==> src/rtl/mem_port_arbiter_if.sv <==
// Request/grant/response bundle between the fetch and data requesters, the
// arbiter, and the single-port synchronous memory.
interface mem_port_arbiter_if #(
  parameter int ADDR_W = 32,
  parameter int DATA_W = 32
);
  logic              f_req;
  logic [ADDR_W-1:0] f_addr;
  logic              f_gnt;
  logic              f_rvalid;
  logic [DATA_W-1:0] f_rdata;

  logic              d_req;
  logic [ADDR_W-1:0] d_addr;
  logic              d_wren;
  logic [DATA_W-1:0] d_wdata;
  logic [2:0]        d_funct3;
  logic              d_gnt;
  logic              d_rvalid;
  logic [DATA_W-1:0] d_rdata;

  logic [ADDR_W-1:0] mem_address;
  logic              mem_wren;
  logic [DATA_W-1:0] mem_data_in;
  logic [2:0]        mem_funct3;
  logic [DATA_W-1:0] mem_data_out;

  // Arbiter view.
  modport slave (
    input  f_req, f_addr, d_req, d_addr, d_wren, d_wdata, d_funct3, mem_data_out,
    output f_gnt, f_rvalid, f_rdata, d_gnt, d_rvalid, d_rdata,
           mem_address, mem_wren, mem_data_in, mem_funct3
  );

  // Requesters plus memory view.
  modport master (
    output f_req, f_addr, d_req, d_addr, d_wren, d_wdata, d_funct3, mem_data_out,
    input  f_gnt, f_rvalid, f_rdata, d_gnt, d_rvalid, d_rdata,
           mem_address, mem_wren, mem_data_in, mem_funct3
  );
endinterface

==> src/rtl/mem_port_arbiter.sv <==
// Two-requester arbiter (data over fetch, with a fetch starvation guard) for a
// single synchronous memory port with one-cycle read latency.
module mem_port_arbiter #(
  parameter int ADDR_W       = 32,
  parameter int DATA_W       = 32,
  parameter int MAX_D_STREAK = 4
) (
  input  logic              clk,
  input  logic              reset,
  mem_port_arbiter_if.slave bus
);

  localparam int SW = $clog2(MAX_D_STREAK + 1);
  localparam logic [SW-1:0] STREAK_MAX = SW'(MAX_D_STREAK);
  localparam logic [2:0]    FUNCT3_WORD = 3'b010;

  typedef enum logic {PORT_F = 1'b0, PORT_D = 1'b1} port_e;

  logic              f_sel_p0;
  logic              d_sel_p0;
  logic [ADDR_W-1:0] addr_p0;

  logic              vld_p1;
  port_e             port_p1;
  logic [SW-1:0]     d_streak;
  logic [ADDR_W-1:0] addr_p1;

  // Stage 0: grant decision and memory drive, same cycle as the request.
  // Grants are held off while reset is asserted so every output reads 0.
  always_comb begin
    f_sel_p0 = 1'b0;
    d_sel_p0 = 1'b0;
    if (reset) begin
      if (bus.d_req && (!bus.f_req || (d_streak < STREAK_MAX)))
        d_sel_p0 = 1'b1;
      else if (bus.f_req)
        f_sel_p0 = 1'b1;
    end
  end

  always_comb begin
    addr_p0         = addr_p1;
    bus.mem_funct3  = FUNCT3_WORD;
    bus.mem_wren    = 1'b0;
    bus.mem_data_in = '0;
    if (f_sel_p0) begin
      addr_p0 = bus.f_addr;
    end else if (d_sel_p0) begin
      addr_p0         = bus.d_addr;
      bus.mem_funct3  = bus.d_funct3;
      bus.mem_data_in = bus.d_wdata;
      bus.mem_wren    = bus.d_wren;
    end
  end

  assign bus.mem_address = addr_p0;
  assign bus.f_gnt       = f_sel_p0;
  assign bus.d_gnt       = d_sel_p0;

  // Stage 1: response tracking, aligned with the memory read latency.
  always_ff @(posedge clk or negedge reset) begin
    if (!reset) begin
      vld_p1   <= 1'b0;
      port_p1  <= PORT_F;
      d_streak <= '0;
    end else begin
      vld_p1 <= f_sel_p0 | d_sel_p0;
      if (f_sel_p0 | d_sel_p0)
        port_p1 <= d_sel_p0 ? PORT_D : PORT_F;
      if (d_sel_p0 && bus.f_req)
        d_streak <= (d_streak == STREAK_MAX) ? d_streak : d_streak + SW'(1);
      else
        d_streak <= '0;
    end
  end

  // Idle cycles keep presenting the last granted address.
  always_ff @(posedge clk) begin
    if (f_sel_p0 | d_sel_p0)
      addr_p1 <= addr_p0;
  end

  assign bus.f_rvalid = vld_p1 && (port_p1 == PORT_F);
  assign bus.d_rvalid = vld_p1 && (port_p1 == PORT_D);
  assign bus.f_rdata  = bus.f_rvalid ? bus.mem_data_out : '0;
  assign bus.d_rdata  = bus.d_rvalid ? bus.mem_data_out : '0;

endmodule

==> src/flat_wrapper.sv <==
// flat-port wrapper written by rule: the top's interface ports become plain ports
module mem_port_arbiter_flat 
#(
  parameter int ADDR_W       = 32,
  parameter int DATA_W       = 32,
  parameter int MAX_D_STREAK = 4
)
  (clk, reset, bus_f_req, bus_f_addr, bus_d_req, bus_d_addr, bus_d_wren, bus_d_wdata, bus_d_funct3, bus_mem_data_out, bus_f_gnt, bus_f_rvalid, bus_f_rdata, bus_d_gnt, bus_d_rvalid, bus_d_rdata, bus_mem_address, bus_mem_wren, bus_mem_data_in, bus_mem_funct3);
  mem_port_arbiter_if #(.ADDR_W(ADDR_W), .DATA_W(DATA_W)) bus_i ();
  input  logic clk;
  input  logic reset;
  input wire logic [$bits(bus_i.f_req)-1:0] bus_f_req;
  input wire logic [$bits(bus_i.f_addr)-1:0] bus_f_addr;
  input wire logic [$bits(bus_i.d_req)-1:0] bus_d_req;
  input wire logic [$bits(bus_i.d_addr)-1:0] bus_d_addr;
  input wire logic [$bits(bus_i.d_wren)-1:0] bus_d_wren;
  input wire logic [$bits(bus_i.d_wdata)-1:0] bus_d_wdata;
  input wire logic [$bits(bus_i.d_funct3)-1:0] bus_d_funct3;
  input wire logic [$bits(bus_i.mem_data_out)-1:0] bus_mem_data_out;
  output wire logic [$bits(bus_i.f_gnt)-1:0] bus_f_gnt;
  output wire logic [$bits(bus_i.f_rvalid)-1:0] bus_f_rvalid;
  output wire logic [$bits(bus_i.f_rdata)-1:0] bus_f_rdata;
  output wire logic [$bits(bus_i.d_gnt)-1:0] bus_d_gnt;
  output wire logic [$bits(bus_i.d_rvalid)-1:0] bus_d_rvalid;
  output wire logic [$bits(bus_i.d_rdata)-1:0] bus_d_rdata;
  output wire logic [$bits(bus_i.mem_address)-1:0] bus_mem_address;
  output wire logic [$bits(bus_i.mem_wren)-1:0] bus_mem_wren;
  output wire logic [$bits(bus_i.mem_data_in)-1:0] bus_mem_data_in;
  output wire logic [$bits(bus_i.mem_funct3)-1:0] bus_mem_funct3;
  assign bus_i.f_req = bus_f_req;
  assign bus_i.f_addr = bus_f_addr;
  assign bus_i.d_req = bus_d_req;
  assign bus_i.d_addr = bus_d_addr;
  assign bus_i.d_wren = bus_d_wren;
  assign bus_i.d_wdata = bus_d_wdata;
  assign bus_i.d_funct3 = bus_d_funct3;
  assign bus_i.mem_data_out = bus_mem_data_out;
  assign bus_f_gnt = bus_i.f_gnt;
  assign bus_f_rvalid = bus_i.f_rvalid;
  assign bus_f_rdata = bus_i.f_rdata;
  assign bus_d_gnt = bus_i.d_gnt;
  assign bus_d_rvalid = bus_i.d_rvalid;
  assign bus_d_rdata = bus_i.d_rdata;
  assign bus_mem_address = bus_i.mem_address;
  assign bus_mem_wren = bus_i.mem_wren;
  assign bus_mem_data_in = bus_i.mem_data_in;
  assign bus_mem_funct3 = bus_i.mem_funct3;
  mem_port_arbiter #(.ADDR_W(ADDR_W), .DATA_W(DATA_W), .MAX_D_STREAK(MAX_D_STREAK)) u_core (.clk(clk), .reset(reset), .bus(bus_i));
endmodule
==> config.mk <==
export PLATFORM = sky130hd
export DESIGN_NAME = mem_port_arbiter_flat
export DESIGN_NICKNAME = d
export VERILOG_FILES = /design/src/rtl/mem_port_arbiter_if.sv /design/src/rtl/mem_port_arbiter.sv /design/src/flat_wrapper.sv
export SDC_FILE = /design/constraint.sdc
export NUM_CORES = 1
export LEC_CHECK = 0
export ABC_AREA = 1
export CORE_MARGIN = 4
export CORE_UTILIZATION = 32
export DETAILED_ROUTE_END_ITERATION = 6
export PLACE_DENSITY = 0.9
export SYNTH_ARGS = -nofsm -noshare
export SYNTH_HDL_FRONTEND = slang
export SYNTH_SLANG_ARGS = --single-unit
==> constraint.sdc <==
create_clock -name clk -period 2.2 [get_ports clk]
set_input_delay 0.22 -clock clk [delete_from_list [all_inputs] [get_ports clk]]
set_output_delay 0.22 -clock clk [all_outputs]
set_load 0.02 [all_outputs]
Yosys cells after proc, flatten, opt, wreduce, memory -nomap -nowiden
Index checks and enable logic that the tools add are counted.

storage, ports and cells
  register bits after elaboration = 37
  bits of input ports = 136
  output and inout bits = 136
  word-level logic and storage cells = 34

operators by class
  $add $sub $neg = 1
  order comparisons = 1
  equality and inequality tests = 2
  multiplexer cells = 18
  bitwise logic cells = 2
  reductions and logical operators = 6

operators with widths
  kind                                          count
  2-to-1 mux 32 bit                             6
  2-to-1 mux 3 bit                              4
  2-to-1 mux 1 bit                              8
  logical AND 1 bit                             4
  adder 3 x 1 -> 3 bit (second input constant)  1
  == test 3 bit (second input constant)         1
  < comparator 3 bit (second input constant)    1
  != test 2 bit (second input constant)         1
  zero test 1 bit                               1
  logical OR 1 bit                              1
  NOT 1 bit                                     1
  bitwise OR 1 bit                              1

Depth between registers and ports, before layout
  word-level depth = 7
  mapped depth = 8
  mapped depth without buffers = 6

Worst setup path before layout
Ideal clock, no wire load.

  path type = flip-flop to flip-flop
  start point = register u_core.d_streak[2]
  end point = register u_core.addr_p1[0] (enable)
  library setup time = 0.390 ns
  arrival time = 1.517 ns
  required time = 1.810 ns
  setup slack = 0.292 ns
  cell stages (with the launch flop) = 5
  buffers on the path = 1
  clock period less this slack = 1.908 ns
  path through = dfrtp_1 -> nand2_2 -> nand3_2 -> buf_2 -> nand2_1

on the way
  cells in the longest elaborated chain, start to end = 6
  elaborated cells on any way between the ends = 8
  those cells by class = order compare (1); mux (4); bitwise (1); reduce/logical (2)

ends and longest elaborated chain
  what                    line                    source
  start, declared         mem_port_arbiter.sv:25  logic [SW-1:0] d_streak;
  start signal, assigned  mem_port_arbiter.sv:71  d_streak <= (d_streak == STREAK_MAX) ? d_streak : d_streak + SW'(1);
  < comparator 3 bit *    mem_port_arbiter.sv:34  if (bus.d_req && (!bus.f_req || (d_streak < STREAK_MAX)))
  logical OR 1 bit *      mem_port_arbiter.sv:34
  logical AND 1 bit *     mem_port_arbiter.sv:34
  2-to-1 mux 1 bit        mem_port_arbiter.sv:34
  2-to-1 mux 1 bit        mem_port_arbiter.sv:33  if (reset) begin
  bitwise OR 1 bit *      mem_port_arbiter.sv:79  if (f_sel_p0 | d_sel_p0)
  end signal, assigned    mem_port_arbiter.sv:80  addr_p1 <= addr_p0;
  end, declared           mem_port_arbiter.sv:26  logic [ADDR_W-1:0] addr_p1;

Every way passes the cells marked *; elsewhere a longest branch is shown, timed or not.
A chain may end at the register's enable or synchronous reset.

Worst setup path in the final report
  start point = input bus_f_req
  end point = output bus_mem_data_in[2]

on the way
  cells in the longest elaborated chain, start to end = 7
  elaborated cells on any way between the ends = 10
  those cells by class = mux (7); reduce/logical (3)

ends and longest elaborated chain
  what                 line                    source
  start, declared      flat_wrapper.sv:12      input wire logic [$bits(bus_i.f_req)-1:0] bus_f_req;
  zero test 1 bit      mem_port_arbiter.sv:34
  logical OR 1 bit     mem_port_arbiter.sv:34
  logical AND 1 bit    mem_port_arbiter.sv:34
  2-to-1 mux 1 bit     mem_port_arbiter.sv:34
  2-to-1 mux 1 bit     mem_port_arbiter.sv:33
  2-to-1 mux 32 bit    mem_port_arbiter.sv:48  end else if (d_sel_p0) begin
  2-to-1 mux 32 bit *  mem_port_arbiter.sv:46  if (f_sel_p0) begin
  end, declared        flat_wrapper.sv:28      output wire logic [$bits(bus_i.mem_data_in)-1:0] bus_mem_data_in;

Marks and branches as above.

==> metrics.log <==
[metrics] synthesized net count: 621
[metrics] total global-route track usage: 21.9%
[metrics] depth of the worst register-to-register path: 5
[metrics] number of synthesis warnings: 0
[metrics] end of the worst register-to-register path: u_core.addr_p1[11]
[metrics] setup repair after global routing missed its margin: no
[metrics] worst rel slew slack: 76.8%
[metrics] horizontal die dimension: 105 µm
[metrics] overall via count from detail_route: 3,908
[metrics] crit path launch type: input port
[metrics] Final HPWL DP: 10.4 mm
[metrics] Final Cycle Share: a little over nine tenths
[metrics] effective utilization at floorplan: 32.6%
[metrics] Final Max Tran Viols: 0
[metrics] Num CTS Buffers: 5
[metrics] DRT iter0 DRCs: 140
[metrics] Max FO, Critical Path: 6
[metrics] CTS tree: done
[metrics] post-synthesis cell count: a little under 500
[metrics] length of the first detailed-routing pass in iterations: 5
[metrics] mean area per synthesized cell: 6.21 µm²
[metrics] Max-Cap Viols: 0
[metrics] worst-case vdd ir drop: slightly above 0.0003 V
[metrics] vertical die dimension: approximately 100 µm
[metrics] global-route wire length before repair: 19.6 mm
[metrics] cell area after technology mapping: 0.00300 mm²
[metrics] utilization after layout: 66.5%
[metrics] clock transition at the registers of the reported paths: 0.08 ns
[metrics] WS Path Type: input port to output pin
[metrics] worst reg2reg path startpoint: u_core.d_streak[2]
[metrics] power density normalized to cell area: 433 mW/mm²
[metrics] count of antenna-violating nets left after detailed routing: 0
[metrics] Setup Total Neg Slack: 0 ns
[metrics] number of buffer cells added on primary ports: roughly 270
[metrics] number of failing setup endpoints in the final timing report: 0
[metrics] number of global-route vias before repair: 3,953
[metrics] pin slew with the least headroom to its limit: about 0.35 ns
[metrics] floorplan die area: 0.0110 mm²
[metrics] endpoint kind of the worst setup timing path: output pin
[metrics] worst setup slack after layout: 0.0984 ns
[metrics] area of the placeable core: 0.00920 mm²
[metrics] hold buffer count at cts: 0
[metrics] most area-consuming cells after synthesis: edfxtp_1 (32%), inv_1 (17%), nor2_1 (13%), nand2_1 (12%), nand4_1 (6.7%)
[metrics] wire length per cell after detailed routing: between 10 and 15 µm
[metrics] number of antenna violations at the first check in global routing: 2
[metrics] sequential element share of the synthesized area: a little over a third
[metrics] number of nets in the final layout: 897
[metrics] peak clock frequency supported by timing: 0.476 GHz
[metrics] CTS Root Buffer Type: clkbuf_8
[metrics] area of all placed cells without fillers: 0.00611 mm²
[metrics] clock insertion delay at the later pin of the skew report: 0.29 ns
[metrics] final critical delay including setup and external delays: 2.10 ns
[metrics] Crit path arrival time: 1.88 ns
[metrics] placement-stage worst setup slack: -0.115 ns
[metrics] fraction of layout cells with a size suffix above 1: 6.58%
[metrics] Yosys reg bits: 37
[metrics] layout-stage area growth over the synthesis result: 104%
[metrics] Yosys top cell by area: edfxtp_1
[metrics] slack of the worst reg-to-reg path: 0.65 ns
[metrics] GPL Wtd Cong: a little over 0.8
[metrics] pin count of the biggest net entering global routing: 42
[metrics] data required time at the worst endpoint: between 1.5 and 2 ns
[metrics] number of levels in the clock H-tree: 2
[metrics] DRC viols: 0
[metrics] static leakage: about 3.6 nW
[metrics] sum of internal, switching and leakage power: 2.65 mW
[metrics] grt total ovfl: 0
[metrics] number of ports placed on the die boundary: 272
[metrics] total number of clock tree sinks: 37
[metrics] Bufs on Longest Clock Path: 2
[metrics] worst clock skew: between 0.01 and 0.015 ns
[metrics] row count: 35
[metrics] via/cell ratio: 4.48
[metrics] run status: complete, no violations
[metrics] post-synth cell types: 20
[metrics] instance area at placement: ~0.0060 mm²
[metrics] Hold Vio Cnt, Final: 0
[metrics] share of the synthesized area in the top cell type: 32.0%
[metrics] Tightest Hold Check Type: input port to async pin
[metrics] total wire length: between 10 and 15 mm
## synth_stat cells
| master | n |
|---|---|
| nand3_2 | 1 |
| edfxtp_1 | 32 |
| or2_1 | 1 |
| buf_4 | 5 |
| nand2_2 | 10 |
| inv_4 | 1 |
| o21ai_0 | 1 |
| nand2_4 | 1 |
| buf_6 | 3 |
| nor2_1 | 102 |
| dfrtp_1 | 5 |
| clkbuf_1 | 14 |
| ha_1 | 2 |
| inv_1 | 138 |
| xnor2_1 | 1 |
| nand4_1 | 32 |
| buf_2 | 8 |
| nand3_1 | 32 |
| inv_2 | 1 |
| nand2_1 | 93 |
## through the flow
stage	hold WS, ns	std cells
after floorplan	-0.0756	483
after global placement	0.441	863
after detailed placement	0.455	863
after CTS	0.364	871
after global routing	0.404	873
final	0.363	873
## kinds of logic after synthesis
logic type               after synthesis  synth area share, %
AND/OR/NAND/NOR                      272                 39.4
buffers and inverters                170                 23.1
AO/OA/AOI/OAI                          1                0.167
XOR/XNOR                               1                0.292
flip-flops                            37                 36.2
adder cells (fa/ha/maj)                2                0.834
## how the worst max path moves through the flow
stage                            start                   to  slack, ns  depth (start not counted)
floorplan           u_core.d_streak[2]    u_core.addr_p1[0]       0.29                          4
global placement             bus_f_req   bus_mem_address[5]      -0.04                          9
detailed placement           bus_f_req  bus_mem_address[17]      -0.11                          9
CTS                 u_core.d_streak[2]  bus_mem_data_in[22]      0.002                          5
global route                 bus_f_req   bus_mem_data_in[2]      0.003                          6
finish                       bus_f_req   bus_mem_data_in[2]        0.1                          6
## cell type report
| type | instances | area, µm² |
|---|---|---|
| Fill cell | 738 | 3080 |
| Timing Repair Buffer | 299 | 3020 |
| Multi-Input combinational cell | 276 | 1220 |
| Sequential cell | 37 | 1090 |
| Inverter | 140 | 528 |
| Tap cell | 111 | 139 |
| Clock buffer | 5 | 68.8 |
| Clock inverter | 3 | 43.8 |
| Antenna cell | 2 | 5.00 |
## metal layers
layer / GRT usage, % / up-vias / share of wire, %
met2: 43.1 / 195 / 55
met5: 0 / - / 0
li1: - / 1968 / -
met4: 5.62 / 0 / 2.1
met1: 23.1 / 1731 / 35
met3: 5.25 / 14 / 7.6
## sequential cells by signal, indices dropped and copies added (netlist names)
name / count
u_core.port_p1: 1
u_core.addr_p1: 32
u_core.vld_p1: 1
u_core.d_streak: 3
## cell usage in the layout, fill, tap and decap left out
cell / instances
buf_12: 5
buf_4: 23
bufinv_16: 1
clkbuf_8: 5
clkdlybuf4s50_1: 204
clkinv_2: 1
dfrtp_1: 5
diode_2: 2
dlygate4sd2_1: 35
dlymetal6s2s_1: 32
edfxtp_1: 32
ha_1: 2
inv_1: 138
inv_2: 1
inv_4: 1
inv_6: 1
nand2_1: 93
nand2_2: 10
nand2_4: 1
nand3_1: 32
nand3_2: 1
nand4_1: 32
nor2_1: 102
o21ai_0: 1
or2_1: 1
xnor2_1: 1
## power breakdown
| group | total [mW] | internal, mW | switching, mW | leakage [nW] |
|---|---|---|---|---|
| clock | 0.603 | 0.340 | 0.263 | 0.0585 |
| combinational | 1.18 | 0.579 | 0.604 | 3.15 |
| sequential | 0.864 | 0.846 | 0.0172 | 0.373 |
## critical path: stages
cell and delay (ns):
clkdlybuf4s50_1 0.47, nand2_2 0.13, nand3_2 0.16, buf_4 0.21, nor2_1 0.08, clkdlybuf4s50_1 0.61
## timing repair
action / CTS / global route
resized for setup: 35 / 32
buffers inserted: 0 / 0
endpoints found under the setup margin: 35 / 32
No activity file was read; power rests on OpenSTA's default activity.
